$ cat config.mk
export PLATFORM = sky130hd
export DESIGN_NAME = bus_rr_arbiter_flat
export DESIGN_NICKNAME = d
export VERILOG_FILES = /design/src/rtl/bus_pkg.sv /design/src/rtl/bus_rr_arbiter_if.sv /design/src/rtl/bus_rr_pick.sv /design/src/rtl/bus_rr_arbiter.sv /design/src/flat_wrapper.sv
export SDC_FILE = /design/constraint.sdc
export NUM_CORES = 1
export LEC_CHECK = 0
export CORE_MARGIN = 2
export CORE_UTILIZATION = 35
export CTS_BUF_LIST = sky130_fd_sc_hd__clkbuf_8
export DETAILED_ROUTE_END_ITERATION = 6
export PLACE_DENSITY = 0.75
export REMOVE_ABC_BUFFERS = 1
export SYNTH_ARGS = -nofsm -noshare
export SYNTH_HDL_FRONTEND = slang
export SYNTH_HIERARCHICAL = 1
export SYNTH_SLANG_ARGS = --single-unit
export TNS_END_PERCENT = 30
$ cat constraint.sdc
create_clock -name clk -period 3.5 [get_ports clk]
set_input_delay 0.525 -clock clk [delete_from_list [all_inputs] [get_ports clk]]
set_output_delay 0.525 -clock clk [all_outputs]
set_load 0.05 [all_outputs]
$ cat src/rtl/bus_pkg.sv
`default_nettype none
// ============================================================================
// Module   : bus_pkg
// Brief    : Shared bus constants and index-width helper for arbiter/demux.
// Revision : 1.0 - initial release
// ============================================================================
package bus_pkg;

  localparam int BUS_WIDTH = 32;

  // Index width for n sources; never zero, so single-source buses still carry an id.
  function automatic int idw(input int n);
    return (n <= 1) ? 1 : $clog2(n);
  endfunction

endpackage
`default_nettype wire

$ cat src/rtl/bus_rr_arbiter_if.sv
`default_nettype none
// ============================================================================
// Module   : bus_rr_arbiter_if
// Brief    : N-requester valid/ready bundle plus merged output channel.
//            Packet-end markers exist only with BUS_ARB_LAST_EN defined.
// Revision : 1.0 - initial release
// ============================================================================
interface bus_rr_arbiter_if
  import bus_pkg::*;
#(
  parameter int WIDTH = BUS_WIDTH,
  parameter int N     = 4
);

  localparam int IDW = idw(N);

  logic [N-1:0]       valid_i;
  logic [N*WIDTH-1:0] data_i;
  logic [N-1:0]       ready_o;
  logic               valid_o;
  logic [WIDTH-1:0]   data_o;
  logic [IDW-1:0]     id_o;
  logic               ready_i;
`ifdef BUS_ARB_LAST_EN
  logic [N-1:0]       last_i;
  logic               last_o;
`endif

`ifdef BUS_ARB_LAST_EN
  modport slave (
    input  valid_i, data_i, last_i, ready_i,
    output ready_o, valid_o, data_o, id_o, last_o
  );
  modport master (
    output valid_i, data_i, last_i, ready_i,
    input  ready_o, valid_o, data_o, id_o, last_o
  );
`else
  modport slave (
    input  valid_i, data_i, ready_i,
    output ready_o, valid_o, data_o, id_o
  );
  modport master (
    output valid_i, data_i, ready_i,
    input  ready_o, valid_o, data_o, id_o
  );
`endif

endinterface
`default_nettype wire

$ cat src/rtl/bus_rr_pick.sv
`default_nettype none
// ============================================================================
// Module   : bus_rr_pick
// Brief    : Combinational round-robin pick: first set request at or above
//            ptr_i, wrapping to the lowest set request below it.
// Revision : 1.0 - initial release
// ============================================================================
module bus_rr_pick
  import bus_pkg::*;
#(
  parameter int N = 4
)(
  input  logic [N-1:0]       req_i,
  input  logic [idw(N)-1:0]  ptr_i,
  output logic [idw(N)-1:0]  pick_o,
  output logic               any_o
);

  localparam int IDW = idw(N);

  logic           hi_any, lo_any;
  logic [IDW-1:0] hi_pick, lo_pick;

  // Descending scan so the last hit written in each half is the lowest index.
  always_comb begin
    hi_any  = 1'b0;
    lo_any  = 1'b0;
    hi_pick = '0;
    lo_pick = '0;
    for (int k = N - 1; k >= 0; k--) begin
      if (req_i[k]) begin
        if (IDW'(k) >= ptr_i) begin
          hi_any  = 1'b1;
          hi_pick = IDW'(k);
        end else begin
          lo_any  = 1'b1;
          lo_pick = IDW'(k);
        end
      end
    end
  end

  assign any_o  = hi_any | lo_any;
  assign pick_o = hi_any ? hi_pick : lo_pick;

endmodule
`default_nettype wire

$ cat src/rtl/bus_rr_arbiter.sv
`default_nettype none
// ============================================================================
// Module   : bus_rr_arbiter
// Brief    : Round-robin merge of N valid/ready sources into one registered
//            output stage tagged with the winner id. BUS_ARB_LAST_EN enables
//            packet-level locking on last_i.
// Revision : 1.0 - initial release
// ============================================================================
module bus_rr_arbiter
  import bus_pkg::*;
#(
  parameter int WIDTH = BUS_WIDTH,
  parameter int N     = 4
)(
  input  logic            clk,
  input  logic            rst,
  bus_rr_arbiter_if.slave bus
);

  localparam int             IDW        = idw(N);
  localparam logic [IDW-1:0] C_LAST_IDX = IDW'(N - 1);

  logic             valid_q, valid_d;
  logic [WIDTH-1:0] data_q, data_d;
  logic [IDW-1:0]   id_q, id_d;
  logic [IDW-1:0]   ptr_q, ptr_d;

  logic             w_load, w_xfer, w_rr_any, w_sel_any;
  logic [IDW-1:0]   w_rr_pick, w_sel_pick, w_nxt_ptr;
  logic [N-1:0]     w_grant;
  logic [WIDTH-1:0] w_sel_data;

`ifdef BUS_ARB_LAST_EN
  logic             lock_q, lock_d;
  logic [IDW-1:0]   owner_q, owner_d;
  logic             last_q, last_d;
  logic             w_sel_last;
`endif

  bus_rr_pick #(.N(N)) u_pick (
    .req_i  (bus.valid_i),
    .ptr_i  (ptr_q),
    .pick_o (w_rr_pick),
    .any_o  (w_rr_any)
  );

  always_comb begin
    w_sel_pick = w_rr_pick;
    w_sel_any  = w_rr_any;
`ifdef BUS_ARB_LAST_EN
    // Mid-packet the owner keeps the channel even while it stalls.
    if (lock_q) begin
      w_sel_pick = owner_q;
      w_sel_any  = 1'b0;
      for (int k = 0; k < N; k++) begin
        if (owner_q == IDW'(k)) w_sel_any = bus.valid_i[k];
      end
    end
`endif
  end

  assign w_load = ~valid_q | bus.ready_i;

  generate
    for (genvar k = 0; k < N; k++) begin : g_grant
      assign w_grant[k] = w_load & w_sel_any & (w_sel_pick == IDW'(k));
    end
  endgenerate

  assign bus.ready_o = w_grant;
  assign w_xfer      = |w_grant;
  assign w_nxt_ptr   = (w_sel_pick == C_LAST_IDX) ? '0 : w_sel_pick + IDW'(1);

  always_comb begin
    w_sel_data = '0;
`ifdef BUS_ARB_LAST_EN
    w_sel_last = 1'b0;
`endif
    for (int k = 0; k < N; k++) begin
      if (w_grant[k]) begin
        w_sel_data = bus.data_i[k*WIDTH +: WIDTH];
`ifdef BUS_ARB_LAST_EN
        w_sel_last = bus.last_i[k];
`endif
      end
    end
  end

  always_comb begin
    valid_d = valid_q;
    data_d  = data_q;
    id_d    = id_q;
    ptr_d   = ptr_q;
    if (w_load) begin
      valid_d = w_xfer;
      if (w_xfer) begin
        data_d = w_sel_data;
        id_d   = w_sel_pick;
      end
    end
`ifdef BUS_ARB_LAST_EN
    lock_d  = lock_q;
    owner_d = owner_q;
    last_d  = last_q;
    if (w_xfer) begin
      last_d = w_sel_last;
      if (w_sel_last) begin
        lock_d = 1'b0;
        ptr_d  = w_nxt_ptr;
      end else begin
        lock_d  = 1'b1;
        owner_d = w_sel_pick;
      end
    end
`else
    if (w_xfer) ptr_d = w_nxt_ptr;
`endif
  end

  always_ff @(posedge clk or posedge rst) begin
    if (rst) begin
      valid_q <= 1'b0;
      data_q  <= '0;
      id_q    <= '0;
      ptr_q   <= '0;
`ifdef BUS_ARB_LAST_EN
      lock_q  <= 1'b0;
      owner_q <= '0;
      last_q  <= 1'b0;
`endif
    end else begin
      valid_q <= valid_d;
      data_q  <= data_d;
      id_q    <= id_d;
      ptr_q   <= ptr_d;
`ifdef BUS_ARB_LAST_EN
      lock_q  <= lock_d;
      owner_q <= owner_d;
      last_q  <= last_d;
`endif
    end
  end

  assign bus.valid_o = valid_q;
  assign bus.data_o  = data_q;
  assign bus.id_o    = id_q;
`ifdef BUS_ARB_LAST_EN
  assign bus.last_o  = last_q;
`endif

endmodule
`default_nettype wire

$ cat src/flat_wrapper.sv
// flat-port wrapper written by rule: the top's interface ports become plain ports
module bus_rr_arbiter_flat import bus_pkg::*;
#(
  parameter int WIDTH = BUS_WIDTH,
  parameter int N     = 4
)
  (clk, rst, bus_valid_i, bus_data_i, bus_ready_i, bus_ready_o, bus_valid_o, bus_data_o, bus_id_o);
  bus_rr_arbiter_if #(.WIDTH(WIDTH), .N(N)) bus_i ();
  input  logic clk;
  input  logic rst;
  input wire logic [$bits(bus_i.valid_i)-1:0] bus_valid_i;
  input wire logic [$bits(bus_i.data_i)-1:0] bus_data_i;
  input wire logic [$bits(bus_i.ready_i)-1:0] bus_ready_i;
  output wire logic [$bits(bus_i.ready_o)-1:0] bus_ready_o;
  output wire logic [$bits(bus_i.valid_o)-1:0] bus_valid_o;
  output wire logic [$bits(bus_i.data_o)-1:0] bus_data_o;
  output wire logic [$bits(bus_i.id_o)-1:0] bus_id_o;
  assign bus_i.valid_i = bus_valid_i;
  assign bus_i.data_i = bus_data_i;
  assign bus_i.ready_i = bus_ready_i;
  assign bus_ready_o = bus_i.ready_o;
  assign bus_valid_o = bus_i.valid_o;
  assign bus_data_o = bus_i.data_o;
  assign bus_id_o = bus_i.id_o;
  bus_rr_arbiter #(.WIDTH(WIDTH), .N(N)) u_core (.clk(clk), .rst(rst), .bus(bus_i));
endmodule
==> flow_metrics.tcl, run 1 <==
set metrics [dict create \
    ctsResizeCount 0 \
    worst_slew_pin_slew_ns 0.566 \
    io_pins 174 \
    fin_crit_sh_pct 91.2 \
    start_util_pct 36.2 \
    grt_usage_pct 21.0 \
    finalClockSkew_ns 0.00397 \
    drt_iter0_drc 141 \
    powerDensity_nw_per_um2 924 \
    netlist_top_cells_count "41 x inv_1, 38 x clkbuf_1, 37 x dfrtp_1" \
    synth_sequential_area_ratio_pct 31.0 \
    fp.dieH_microns 96.4 \
    async_reset_ff_share_pct 100 \
    setup_violations 0 \
    slew_viol_final 0 \
    p_leak_nw 1.97 \
    rr_startpoint "u_core/ptr_q[1]" \
    dieArea_sq_um 9300 \
    synth_area_leaders "dfrtp_1 31%, a211oi_2 13%, a22o_1 9.4%, nand3b_1 8.0%, a31oi_1 6.7%" \
    finalHoldViolCount 0 \
    dpl.hpwl_microns 7500 \
    worst_ep_required_time_ns 2.97 \
    start_kind "primary input" \
    die_w_microns 96.4 \
    cts_setup_buffers 0 \
    hp-start "u_core/bus.id_o[0]" \
    fin_crit_ns 3.19 \
    crit_start "bus_valid_i[1]" \
    wl_per_cell_microns 17.1 \
    totalWireLength_microns 10300 \
    io_buffers 173 \
    syn_inst 344 \
    maxCapViolCount 0 \
    clockBufferDepth 2 \
    synth_ff_type "dfrtp_1" \
    ant_nets 0 \
    place_inst 594 \
    endpoint_kind "primary output" \
    synth_most_common_cell "inv_1" \
    synth_cell_types 26 \
    rsz0062_at_grt "no" \
    min_path_type "reg2reg" \
    yosys_warnings 6 \
    multi_input_area_sq_um 1710 \
    grt_pass1_vias 3300 \
    vias 3343 \
    antenna_found_initial 0 \
    num-fill-cells 742 \
    critPathSlowestCell "clkdlybuf4s50_1" \
    instances_no_fill 601 \
    status "finished, final reports clean" \
    insertion_delay_ns 0.29 \
    path_class "in2out" \
    fin_ws_ns 0.310 \
    synth.largest_area_cell "dfrtp_1" \
    synth_seq_cells 37 \
    path_clk_slew_ns 0.07 \
    avgSynthCellArea_sq_um 8.69 \
    pre_cts_ws_ns 0.228 \
    core_sq_um 8260 \
    routabilityCongestion 0.725 \
    cts_buffers 5 \
    area_growth_pct 63.4 \
    tritoncts "built" \
    drt-vias-per-instance 5.56 \
    overflow 0 \
    firstDrtPassIters 4 \
    peakVddDrop_mv 0.586 \
    regArea_sq_um 926 \
    crit_chain "clkdlybuf4s50_1 > inv_1 > a221o_1 > a21oi_1 > buf_4 > ha_2 > buf_4 > and3_1 > buf_12" \
    cts_max_level 2 \
    syn-cell-area_sq_um 2990 \
    nets 635 \
    synth_edf_count 0 \
    cts_root_buf "clkbuf_8" \
    drive_gt1_share_pct 13.3 \
    crit_path_frequent_cell "buf_4" \
    total_power_mw 4.52 \
    grt_max_degree 38 \
    synth_top_area_share_pct 31.0 \
    cts_sinks 37 \
    cts_hold_buf 0 \
    fin_util_pct 59.2 \
    num_rows 33 \
    grt_pass1_wl_microns 15200 \
    critPathMaxStageDelay_ns 0.51 \
    fmax_mhz 313 \
    antennaDiodeCount 0 \
    hold_ws_ns 0.537 \
    relSlewSlack_pct 62.2 \
    crit_arrival_ns 2.67 \
    drc 0 \
    cp_max_fo 35 \
]
power by group:
part / leakage (nW) / internal, mW / switching (mW)
Clock: 0.0485 / 0.153 / 0.149
Sequential: 0.425 / 0.668 / 0.127
Combinational: 1.50 / 1.40 / 2.02
Total: 1.97 / 2.22 / 2.30
placed cells by master, fill, tap and decap left out, drive strengths merged:
master         netlist  layout
clkdlybuf4s50        0     169
inv                 41      42
dfrtp               37      37
a21oi               36      36
nand3b              32      32
a22o                32      32
a31oi               32      32
nor4                32      32
a211oi              32      32
buf                  6      20
clkbuf              38       6
mux2                 4       4
ha                   4       4
and3                 3       3
nor2                 2       2
nand3                2       2
nand2b               2       2
clkinv               1       1
or4                  1       1
and4                 1       1
nor2b                1       1
nor3                 1       1
nand2                1       1
o221ai               1       1
a221o                1       1
o21ai                1       1
state kept, by name, indices dropped and copies added, names as in the netlist:
name                cells
u_core/ptr_q            2
u_core/bus.data_o      32
u_core/bus.id_o         2
u_core/bus.valid_o      1
final timing paths:
| check | endpoint | slack, ns | cells after the start |
|---|---|---|---|
| setup / recovery | bus_ready_o[1] | 0.31 | 9 |
| hold / removal | u_core/bus.id_o[0] | 0.54 | 1 |
| setup reg to reg | u_core/bus.data_o[20] | 0.84 | 8 |
| hold reg to reg | u_core/bus.id_o[0] | 0.54 | 1 |
| max in group asynchronous | u_core/bus.data_o[31] | 2.51 | 3 |
| min in group asynchronous | u_core/bus.data_o[17] | 0.65 | 3 |
area by class of cell:
cell class / instances / area share (%)
well taps: 105 / 2.69
multi-input cells: 221 / 34.9
clock inverters: 1 / 0.0768
repair buffers: 189 / 38.5
flip-flops and latches: 37 / 18.9
clock buffers: 6 / 1.69
inverters: 42 / 3.23
critical path: cells and delay by family:
kind / cells / cell delay (ns)
compound gates: 2 / 0.50
fa+ha+maj: 1 / 0.19
simple gates: 1 / 0.26
buf+inv: 5 / 1.19
layer usage:
metal  up-vias  wire, microns  GRT usage [%]
li1       1603              -              -
met5         -              0              0
met4         0            112           5.05
met2       128           5410           40.2
met1      1601           3890           23.3
met3        11            849           4.73
per-stage QoR:
step	area [sq um]	TNS, ns
after floorplan	2780	-0.252
after global placement	4800	0
after detailed placement	4800	0
after CTS	4890	0
after global routing	4890	0
final	4890	0
cell families after synthesis:
logic type / share of synthesized area [%]
simple gates: 17.6
flops: 31.0
mux: 1.51
buf+inv: 12.3
compound gates: 35.9
fa+ha+maj: 1.67
Power figures use the tool's default switching activity.
==> run 2: changes to the inputs <==
- ABC_AREA: unset -> 1
- PLACE_DENSITY: 0.75 -> 0.71
==> flow_metrics.tcl, run 2 <==
set metrics [dict create \
    status "finished, final reports clean" \
    async_reset_ff_share_pct 100 \
    dpl.hpwl_microns 8290 \
    wl_per_cell_microns 12.9 \
    fmax_mhz 351 \
    cts_sinks 37 \
    fin_crit_sh_pct 81.4 \
    path_class "in2out" \
    start_util_pct 35.6 \
    synth_seq_cells 37 \
    drive_gt1_share_pct 9.19 \
    worst_slew_pin_slew_ns 0.832 \
    switching_share_pct 54.8 \
    num-fill-cells 982 \
    multi_input_area_sq_um 2000 \
    drc 0 \
    maxCapViolCount 0 \
    powerDensity_nw_per_um2 782 \
    firstDrtPassIters 4 \
    insertion_delay_ns 0.28 \
    fp.dieH_microns 106 \
    slew_viol_final 0 \
    finalClockSkew_ns 0.00467 \
    synth_cell_types 22 \
    syn_inst 593 \
    internal_power_mw 1.94 \
    min_path_type "reg2reg" \
    largest_reg_flops 32 \
    finalHoldViolCount 0 \
    cp_max_fo 4 \
    rsz0062_at_grt "no" \
    antennaDiodeCount 0 \
    pwr-share-clk_pct 6.9 \
    relSlewSlack_pct 44.5 \
    synth_area_leaders "dfrtp_1 26%, nand2_1 18%, inv_1 11%, nand4_1 11%, nand3_1 5.4%" \
    nets 879 \
    p_seq_share_pct 18.6 \
    io_pins 174 \
    endpoint_kind "primary output" \
    ant_nets 0 \
    overflow 0 \
    layout_common_cells "177 x nand2_1, 169 x clkdlybuf4s50_1, 108 x inv_1" \
    grt_usage_pct 20.3 \
    die_w_microns 106 \
    synth_ff_type "dfrtp_1" \
    p_leak_nw 2.83 \
    grt_max_degree 65 \
    yosys_warnings 6 \
    drt_iter0_drc 191 \
    final_common_cell "nand2_1" \
    totalWireLength_microns 11300 \
    cts_root_buf "clkbuf_8" \
    antenna_found_initial 0 \
    dieArea_sq_um 11200 \
    cts_setup_buffers 0 \
    ctsResizeCount 0 \
    avgSynthCellArea_sq_um 6.12 \
    cts_buffers 5 \
    synth_edf_count 0 \
    worst_ep_required_time_ns 2.97 \
    fin_tns_setup_ns 0 \
    synth_most_common_cell "nand2_1" \
    syn-cell-area_sq_um 3630 \
    clockBufferDepth 2 \
    synth_sequential_area_ratio_pct 25.5 \
    core_sq_um 10200 \
    cts_hold_buf 0 \
    synth_top_area_share_pct 25.5 \
    tritoncts "built" \
    num_rows 37 \
    grt_pass1_wl_microns 18600 \
    crit_arrival_ns 2.32 \
    fin_util_pct 53.9 \
    netlist_top_cells_count "177 x nand2_1, 108 x inv_1, 64 x nand4_1" \
    path_clk_slew_ns 0.07 \
    area_growth_pct 51.3 \
    synth.largest_area_cell "dfrtp_1" \
    total_power_mw 4.29 \
    regArea_sq_um 926 \
    grt_pass1_vias 3982 \
    peakVddDrop_mv 0.413 \
    routabilityCongestion 0.831 \
    start_kind "primary input" \
    drt-vias-per-instance 4.74 \
    setup_violations 0 \
    io_buffers 173 \
    cts_max_level 2 \
    fin_crit_ns 2.85 \
    p_sw_mw 2.35 \
    pwr-share-comb_pct 74.4 \
    vias 4154 \
]
[run 2: worst paths after layout]
path	start	endpoint	slack, ns	cells past startpoint
max reg2reg	u_core/ptr_q[1]	u_core/bus.data_o[9]	1.15	15
min	u_core/bus.data_o[7]	u_core/bus.data_o[7]	0.51	2
min reg2reg	u_core/bus.data_o[7]	u_core/bus.data_o[7]	0.51	2
min in group asynchronous	rst	u_core/bus.data_o[24]	0.73	2
max in group asynchronous	rst	u_core/bus.data_o[0]	2.25	2
max	bus_valid_i[1]	bus_ready_o[3]	0.65	10
[run 2: layout make-up]
class                      count  area share [%]
clock inverter                 1          0.0684
clock buffer                   6            1.50
inverter                     110            7.52
timing repair buffer         187            34.4
tap                          136            3.10
sequential                    37            16.9
multi-input combinational    399            36.5
[run 2: metrics by stage]
stage	setup slack [ns]	instance area (sq um)	instances	hold WS, ns
global route	0.471	5490	876	0.543
global placement	0.696	5400	869	0.493
detailed placement	0.604	5400	869	0.494
CTS	0.656	5490	876	0.514
floorplan	-2.63	3320	546	0.519
finish	0.651	5490	876	0.511
[run 2: critical path, stage by stage]
cell	delay, ns
clkdlybuf4s50_1	0.47
inv_1	0.08
nand2_1	0.04
nor2_1	0.13
nand2_1	0.07
a21oi_1	0.29
ha_1	0.26
nand3_2	0.11
inv_1	0.17
buf_12	0.17
[run 2: routing by layer]
layer  wire length, microns  track usage (%)  vias to the layer above
li1                       -                -                     2126
met1                   4770             24.7                     1844
met2                   5380             34.9                      166
met3                    947             5.44                       18
met4                    198             6.11                        0
met5                      0                0                        -
[run 2: cell families after synthesis]
| group | count (synthesis) | synth area share, % |
|---|---|---|
| AND/OR/NAND/NOR | 361 | 46.4 |
| buffers and inverters | 157 | 20.0 |
| AO/OA/AOI/OAI | 34 | 6.76 |
| adder cells (fa/ha/maj) | 4 | 1.38 |
| flip-flops | 37 | 25.5 |
[run 2: power by group through the flow]
stage | sequential (mW) | clock [mW] | combinational, mW
finish | 0.800 | 0.297 | 3.20
global route | 0.827 | 0.334 | 3.51
CTS | 0.802 | 0.310 | 3.22
detailed placement | 0.801 | 0 | 3.21
global placement | 0.796 | 0 | 3.14
floorplan | 1.49 | 0 | 1.39
==> run 3: changes to the inputs <==
- PLACE_DENSITY: 0.71 -> 0.73
- clock period: 3.5 -> 2.3 ns (I/O delays scaled with it)
==> flow_metrics.tcl, run 3 (same netlist as run 2, synthesis figures left out) <==
set metrics [dict create \
    layout_common_cells "176 x nand2_1, 166 x clkdlybuf4s50_1, 107 x inv_1" \
    multi_input_area_sq_um 2060 \
    status "finished, violations left" \
    wl_met1_microns 4980 \
    worst_slew_pin_slew_ns 0.838 \
    tritoncts "built" \
    overflow 0 \
    hold_ws_ns 0.516 \
    rr_startpoint "u_core/ptr_q[1]" \
    endpoint_kind "primary output" \
    cts_root_buf "clkbuf_8" \
    reg2reg_slack_ns 0.17 \
    drive_gt1_share_pct 12.8 \
    total_power_mw 6.98 \
    dpl.hpwl_microns 8680 \
    powerDensity_nw_per_um2 1200 \
    routabilityCongestion 0.871 \
    relSlewSlack_pct 44.1 \
    endpoint "bus_ready_o[2]" \
    drc 1 \
    largest_reg_flops 32 \
    reg2reg_depth 15 \
    path_clk_slew_ns 0.08 \
    fin_ws_ns 0.0670 \
    drt_iter0_drc 162 \
    setup_violations 0 \
    cp_max_fo 4 \
    cts_buffers 5 \
    grt_pass1_wl_microns 19400 \
    cts_max_level 2 \
    nets 902 \
    wl_met3_microns 964 \
    start_util_pct 35.6 \
    antennaDiodeCount 0 \
    fin_crit_ns 2.23 \
    slew_viol_final 0 \
    insertion_delay_ns 0.29 \
    pre_cts_ws_ns -0.317 \
    rsz0062_at_grt "yes" \
    final_common_cell "nand2_1" \
    vias 4327 \
    dieArea_sq_um 11200 \
    fin_tns_setup_ns 0 \
    grt_usage_pct 21.2 \
    worst_ep_required_time_ns 1.96 \
    io_buffers 173 \
    finalClockSkew_ns 0.00809 \
    die_w_microns 106 \
    cts_sinks 37 \
    cts_hold_buf 0 \
    core_sq_um 10200 \
    violations "design-rule violations" \
    grt_max_degree 38 \
    ant_nets 0 \
    firstDrtPassIters 7 \
    fp.dieH_microns 106 \
    route.top_layer_used "met4" \
    p_leak_nw 2.98 \
    crit_start "u_core/ptr_q[1]" \
    drt-vias-per-instance 4.81 \
    totalWireLength_microns 11800 \
    fin_crit_sh_pct 97.1 \
    area_growth_pct 60.0 \
    path_class "reg2out" \
    fmax_mhz 448 \
    reg2reg_to "u_core/bus.data_o[4]" \
    peakVddDrop_mv 0.575 \
    fin_util_pct 57.0 \
    min_path_type "reg2reg" \
    antenna_found_initial 0 \
    num_rows 37 \
    finalHoldViolCount 0 \
    clockBufferDepth 2 \
    wl_per_cell_microns 13.1 \
    io_pins 174 \
    grt_pass1_vias 4201 \
    start_kind "flop" \
    maxCapViolCount 0 \
    regArea_sq_um 926 \
    met2_length_microns 5660 \
    num-fill-cells 976 \
    crit_arrival_ns 1.89 \
]
-- run 3: where the power goes --
part | switching, mW | leakage, nW | internal, mW | total, mW
Clock | 0.238 | 0.0491 | 0.206 | 0.444
Combinational | 3.29 | 2.48 | 2.03 | 5.32
Sequential | 0.209 | 0.447 | 1.01 | 1.22
Total | 3.74 | 2.98 | 3.25 | 6.98
-- run 3: area by class of cell --
type | count | share of cell area [%]
repair buffers | 210 | 37.0
multi-input cells | 399 | 35.5
flip-flops and latches | 37 | 16.0
inverters | 110 | 7.20
well taps | 136 | 2.93
clock buffers | 5 | 1.19
clock inverters | 3 | 0.237
-- run 3: worst min-delay path by stage --
stage / from / cells past startpoint / endpoint / slack, ns
floorplan: rst / 1 / u_core/bus.data_o[0] / 0.52
global placement: u_core/bus.data_o[22] / 2 / u_core/bus.data_o[22] / 0.49
detailed placement: u_core/bus.data_o[31] / 2 / u_core/bus.data_o[31] / 0.50
CTS: u_core/bus.data_o[12] / 2 / u_core/bus.data_o[12] / 0.52
global route: u_core/bus.data_o[12] / 2 / u_core/bus.data_o[12] / 0.54
finish: u_core/bus.data_o[8] / 2 / u_core/bus.data_o[8] / 0.52
-- run 3: timing repair --
item,4_1_cts,5_1_grt
cloned,0,0
setup buffers,3,3
setup endpoints to repair,6,41
pin swaps,1,1
gates resized for setup,12,8
-- run 3: per-layer routing --
layer  vias up  GRT usage, %
met5         -             0
met4         0          4.79
met3        17          3.96
met2       196          36.7
met1      1944          27.2
li1       2170             -
-- run 3: per-stage QoR --
step / std cells / area [sq um]
finish: 900 / 5800
global placement: 886 / 5610
CTS: 897 / 5750
detailed placement: 886 / 5610
global route: 900 / 5800
floorplan: 546 / 3320
-- run 3: worst max-delay path, cell delays in order, from the launching register on --
cell     delay, ns
dfrtp_1       0.42
inv_1         0.12
nand3_2       0.11
nand2_4       0.10
nor2_4        0.04
nand2_1       0.07
nand2_2       0.08
inv_1         0.10
ha_2          0.20
nand3_4       0.13
inv_4         0.10
buf_12        0.13
